<file path="src/rtl/mul_sequencer_pkg.sv">
// Shared constants for the sequential shift-add multiplier: default datapath
// width and the FSM state encoding.
package mul_sequencer_pkg;

    localparam int XLEN_DEFAULT = 64;

    typedef enum logic [1:0] {
        ST_IDLE = 2'b00,
        ST_RUN  = 2'b01,
        ST_DONE = 2'b10
    } state_t;

endpackage

</file>
<file path="src/rtl/mul_step.sv">
// One combinational shift-add iteration: conditionally accumulate the
// multiplicand, then shift multiplicand left and multiplier right.
module mul_step
    import mul_sequencer_pkg::*;
#(
    parameter int XLEN = XLEN_DEFAULT
) (
    input  logic [XLEN-1:0] i_acc,
    input  logic [XLEN-1:0] i_mcand,
    input  logic [XLEN-1:0] i_mplier,
    output logic [XLEN-1:0] o_acc,
    output logic [XLEN-1:0] o_mcand,
    output logic [XLEN-1:0] o_mplier
);

    // Sum wraps at XLEN bits, which gives the low half for signed and unsigned alike.
    assign o_acc    = i_mplier[0] ? (i_acc + i_mcand) : i_acc;
    assign o_mcand  = i_mcand << 1;
    assign o_mplier = i_mplier >> 1;

endmodule

</file>
<file path="src/rtl/mul_sequencer.sv">
// Iterative multiplier for the EX stage: stalls the upstream pipeline while
// shift-add steps run, terminating early once the remaining multiplier is zero.
module mul_sequencer
    import mul_sequencer_pkg::*;
#(
    parameter int XLEN = XLEN_DEFAULT
) (
    input  logic            clk,
    input  logic            reset,
    input  logic            start,
    input  logic [XLEN-1:0] a,
    input  logic [XLEN-1:0] b,
    output logic            stall,
    output logic            busy,
    output logic            done,
    output logic [XLEN-1:0] product
);

    localparam int CNT_W = $clog2(XLEN) + 1;

    state_t            r_state;
    state_t            w_state_next;
    logic [XLEN-1:0]   r_acc;
    logic [XLEN-1:0]   r_mcand;
    logic [XLEN-1:0]   r_mplier;
    logic [CNT_W-1:0]  r_count;
    logic [XLEN-1:0]   r_product;
    logic [XLEN-1:0]   w_step_acc;
    logic [XLEN-1:0]   w_step_mcand;
    logic [XLEN-1:0]   w_step_mplier;
    logic [CNT_W-1:0]  w_count_inc;

    mul_step #(.XLEN(XLEN)) u_step (
        .i_acc    (r_acc),
        .i_mcand  (r_mcand),
        .i_mplier (r_mplier),
        .o_acc    (w_step_acc),
        .o_mcand  (w_step_mcand),
        .o_mplier (w_step_mplier)
    );

    assign w_count_inc = r_count + 1'b1;

    // NOTE: sequential state uses non-blocking assignments so every register
    // samples pre-edge values, independent of statement order.
    always_ff @(posedge clk or posedge reset) begin
        if (reset) r_state <= ST_IDLE;
        else       r_state <= w_state_next;
    end

    // NOTE: the default assignment first keeps this block free of inferred latches.
    always_comb begin
        w_state_next = r_state;
        case (r_state)
            ST_IDLE: if (start) w_state_next = (b == '0) ? ST_DONE : ST_RUN;
            ST_RUN:  if ((w_step_mplier == '0) || (w_count_inc == CNT_W'(XLEN)))
                         w_state_next = ST_DONE;
            ST_DONE: w_state_next = ST_IDLE;
            default: w_state_next = ST_IDLE;
        endcase
    end

    always_ff @(posedge clk or posedge reset) begin
        if (reset) begin
            r_acc     <= '0;
            r_mcand   <= '0;
            r_mplier  <= '0;
            r_count   <= '0;
            r_product <= '0;
        end else begin
            case (r_state)
                ST_IDLE: if (start) begin
                    r_acc    <= '0;
                    r_mcand  <= a;
                    r_mplier <= b;
                    r_count  <= '0;
                    if (b == '0) r_product <= '0;
                end
                ST_RUN: begin
                    r_acc    <= w_step_acc;
                    r_mcand  <= w_step_mcand;
                    r_mplier <= w_step_mplier;
                    r_count  <= w_count_inc;
                    // Product lands as DONE is entered so it is valid alongside done.
                    if (w_state_next == ST_DONE) r_product <= w_step_acc;
                end
                default: ;
            endcase
        end
    end

    // Reset gates start so the pipeline is never frozen while reset is held.
    assign stall   = ~reset & (((r_state == ST_IDLE) & start) | (r_state == ST_RUN));
    assign busy    = (r_state != ST_IDLE);
    assign done    = (r_state == ST_DONE);
    assign product = r_product;

endmodule

</file>
<file path="config.mk">
export PLATFORM = sky130hd
export DESIGN_NAME = mul_sequencer
export DESIGN_NICKNAME = d
export VERILOG_FILES = /design/src/rtl/mul_sequencer_pkg.sv /design/src/rtl/mul_step.sv /design/src/rtl/mul_sequencer.sv
export SDC_FILE = /design/constraint.sdc
export NUM_CORES = 1
export LEC_CHECK = 0
export BUFFER_PORTS_ARGS = -buffer_cell sky130_fd_sc_hd__buf_2
export CORE_UTILIZATION = 53
export CTS_BUF_LIST = sky130_fd_sc_hd__clkbuf_16
export DETAILED_ROUTE_END_ITERATION = 10
export PLACE_DENSITY = 0.78
export SYNTH_ARGS = -nofsm -noshare
export SYNTH_HDL_FRONTEND = slang
export SYNTH_SLANG_ARGS = --single-unit
</file>
<file path="constraint.sdc">
create_clock -name clk -period 11.18 [get_ports clk]
set_clock_uncertainty 0.1 [all_clocks]
set_input_delay 3.354 -clock clk [delete_from_list [all_inputs] [get_ports clk]]
set_output_delay 3.354 -clock clk [all_outputs]
set_load 0.02 [all_outputs]
</file>
==> results.json <==
{
  "outcome": "finished, final reports clean",
  "drc_errors": 0,
  "cpMostUsedCell": "buf_2",
  "worstSetupPathType": "in -> out",
  "synth_mux_area_share_pct": 10.1,
  "portBuffers": 197,
  "fmax_mhz": 134,
  "syn-num-nets": 1914,
  "ys_top_cells_by_area": "dfrtp_1 (43%), mux2i_1 (10%), nand2_1 (7.9%), o21ai_0 (6.2%), ha_1 (5.1%)",
  "cap_violations": 0,
  "clock_path_buffers": 3,
  "tightest_slew_ns": 0.987,
  "clk_pin_slew_ns": 0.06,
  "gp_congestion": 0.983,
  "worstPathCellList": "buf_2 -> inv_1 -> nor2_4 -> nor2_2 -> nor2_1 -> buf_2",
  "dp_cells": 2213,
  "finalCritPeriodShare_pct": 66.9,
  "grt_pass1_vias": 13397,
  "initial_core_util_pct": 54.1,
  "final_core_util_pct": 61.7,
  "dr_total_vias": 13651,
  "synth_seq_area_share_pct": 42.6,
  "routed_wirelength_um": 40800,
  "synth_top_area_share_pct": 42.6,
  "synth_flop_cell": "dfrtp_1",
  "final_cell_mix": "nand2_1 (326), dfrtp_1 (264), buf_2 (197)",
  "fillers": 2440,
  "ctsHoldBuffers": 0,
  "dpl.hpwl_um": 28000,
  "power.density_mw_per_mm2": 175,
  "grt-ovfl-total": 0,
  "fp.coreArea_mm2": 0.0288,
  "netlist_area_mm2": 0.0156,
  "drt-pass1-iter-count": 5,
  "setup_viol": 0,
  "synth_compound_area_share_pct": 20.8,
  "nNetsFinal": 2057,
  "clkSinkCount": 265,
  "syn_to_final_growth_pct": 14.1,
  "cp.required_ns": 7.73,
  "htree_levels": 1,
  "post_layout_nonfiller_instances": 2269,
  "ctsResizeCount": 0,
  "period_minus_slack_ns": 7.47,
  "vias_per_cell": 6.02,
  "routed.top_layer": "met5",
  "async_reset_ff_share_pct": 100,
  "avgSynthCellArea_um2": 9.06,
  "critPathLaunchType": "input port",
  "ios": 198,
  "yosys_warnings": 0,
  "cts-root-buf": "clkbuf_16",
  "synth_xor_area_share_pct": 2.98,
  "synth_top_area_cell": "dfrtp_1",
  "grt_pass1_wl_um": 67200,
  "path_delay_family": "buffers and inverters",
  "synth_fa_ha_area_share_pct": 5.28,
  "maxSlewViolCount": 0,
  "ir_worst_vdd_v": 0.000115,
  "drt_iter0_markers": 1056,
  "crit_arrival_ns": 4.02,
  "wl_met1_um": 18200,
  "antenna_found_initial": 4,
  "die_y_um": 173,
  "ant_nets": 0,
  "critPathBufInv": 3,
  "synth_cells": 1718,
  "path_max_fanout": 2,
  "yosysUniqueCellTypes": 78,
  "end_kind": "primary output",
  "rsz0062_at_grt": "no",
  "worstSkewPairLatency_ns": 0.56,
  "synth-simple-area-share_pct": 15.1,
  "hold_violations": 0,
  "dr_wl_met2_um": 18600,
  "die_area_mm2": 0.0300,
  "drive_above_1_share_pct": 15.0,
  "synth-seq-cells": 265,
  "rows": 62,
  "numCtsBuffers": 30,
  "slowest_delay_ns": 0.19,
  "cts_setup_buffers": 0,
  "grt_usage_pct": 27.1,
  "fin_tns_setup_ns": 0,
  "wl_met3_um": 2670,
  "layout_commonest_cell": "nand2_1",
  "synth_top_family_by_area": "compound AO/OA/AOI/OAI gates",
  "wire_per_inst_um": 18.0,
  "die_w_um": 173,
  "cp_slowest_cell": "nor2_2",
  "holdCritPathClass": "reg -> reg",
  "slew_headroom_pct": 34.2,
  "p_total_mw": 3.11,
  "power.leakage_nw": 8.26,
  "grt_max_degree": 266,
  "cts_tree": "done",
  "synth_edf_count": 0
}
-- logic make-up after synthesis --
logic type	after synthesis
and+or+nand+nor	536
AOI/OAI and AO/OA	513
DFF	265
muxes	157
buffers and inverters	129
adders and majority gates	65
xor gates and xnor gates	53
-- tightest hold or removal path, stage by stage (launching register included) --
cell and delay (ns):
dfrtp_1 0.33, nand2_1 0.05, nand2_1 0.05
-- synth_stat cells, types with 11 or more instances --
master and number:
a22o_1 14, xor2_1 16, nor4_1 34, o31ai_1 24, nand4_1 28, inv_1 31
mux2i_1 157, a21o_1 41, o21ai_1 19, clkbuf_1 77, a21oi_1 100, dfrtp_1 265
nand2_1 326, nand3_1 19, o21bai_1 20, nor2_1 68, nor3_1 16, o21ai_0 193
xnor2_1 37, ha_1 64, and3_1 14, a211oi_1 12, buf_1 11
-- layout make-up --
class,count,area (µm²),share of cell area (%)
multi-input combinational,1324,8460,47.7
sequential,265,6630,37.4
timing repair buffer,209,1100,6.20
clock buffer,30,751,4.23
tap,384,480,2.71
clock inverter,24,199,1.12
inverter,31,124,0.698
antenna,2,5.00,0.0282
-- flip-flops by register name (all words and copies together) (netlist names) --
name,flops
r_count,7
r_mplier,64
product,64
r_acc,64
r_state,2
r_mcand,64
-- through the flow --
step / cell area, µm² / worst slack, ns / hold WS (ns)
after global placement: 16800 / 3.68 / 0.347
after global routing: 17800 / 3.66 / 0.378
after CTS: 17800 / 3.69 / 0.365
after detailed placement: 16800 / 3.69 / 0.352
final: 17800 / 3.71 / 0.364
after floorplan: 15600 / 0.429 / 0.371
-- where the power goes --
| group | internal (mW) | total (mW) | switching [mW] |
|---|---|---|---|
| combinational | 0.389 | 0.977 | 0.588 |
| clock | 0.554 | 0.953 | 0.399 |
| sequential | 1.07 | 1.18 | 0.104 |
| total | 2.02 | 3.11 | 1.09 |
-- path summary, 6_finish.rpt --
kind / startpoint / to / slack [ns] / cells past startpoint
worst max-delay path: start / stall / 3.71 / 6
worst min-delay path: product[2] / product[2] / 0.36 / 2
worst max register to register: r_acc[0] / product[46] / 7.38 / 12
worst min register to register: product[2] / product[2] / 0.36 / 2
max in group asynchronous: reset / r_mplier[0] / 6.62 / 3
min in group asynchronous: reset / product[16] / 2.92 / 2
-- layer usage --
metal / vias up / track usage (%)
met5: - / 0
met4: 2 / 9.07
met3: 98 / 4.98
met2: 504 / 43.7
met1: 6555 / 36.7
li1: 6492 / -
(Power assumes the default switching activity.)
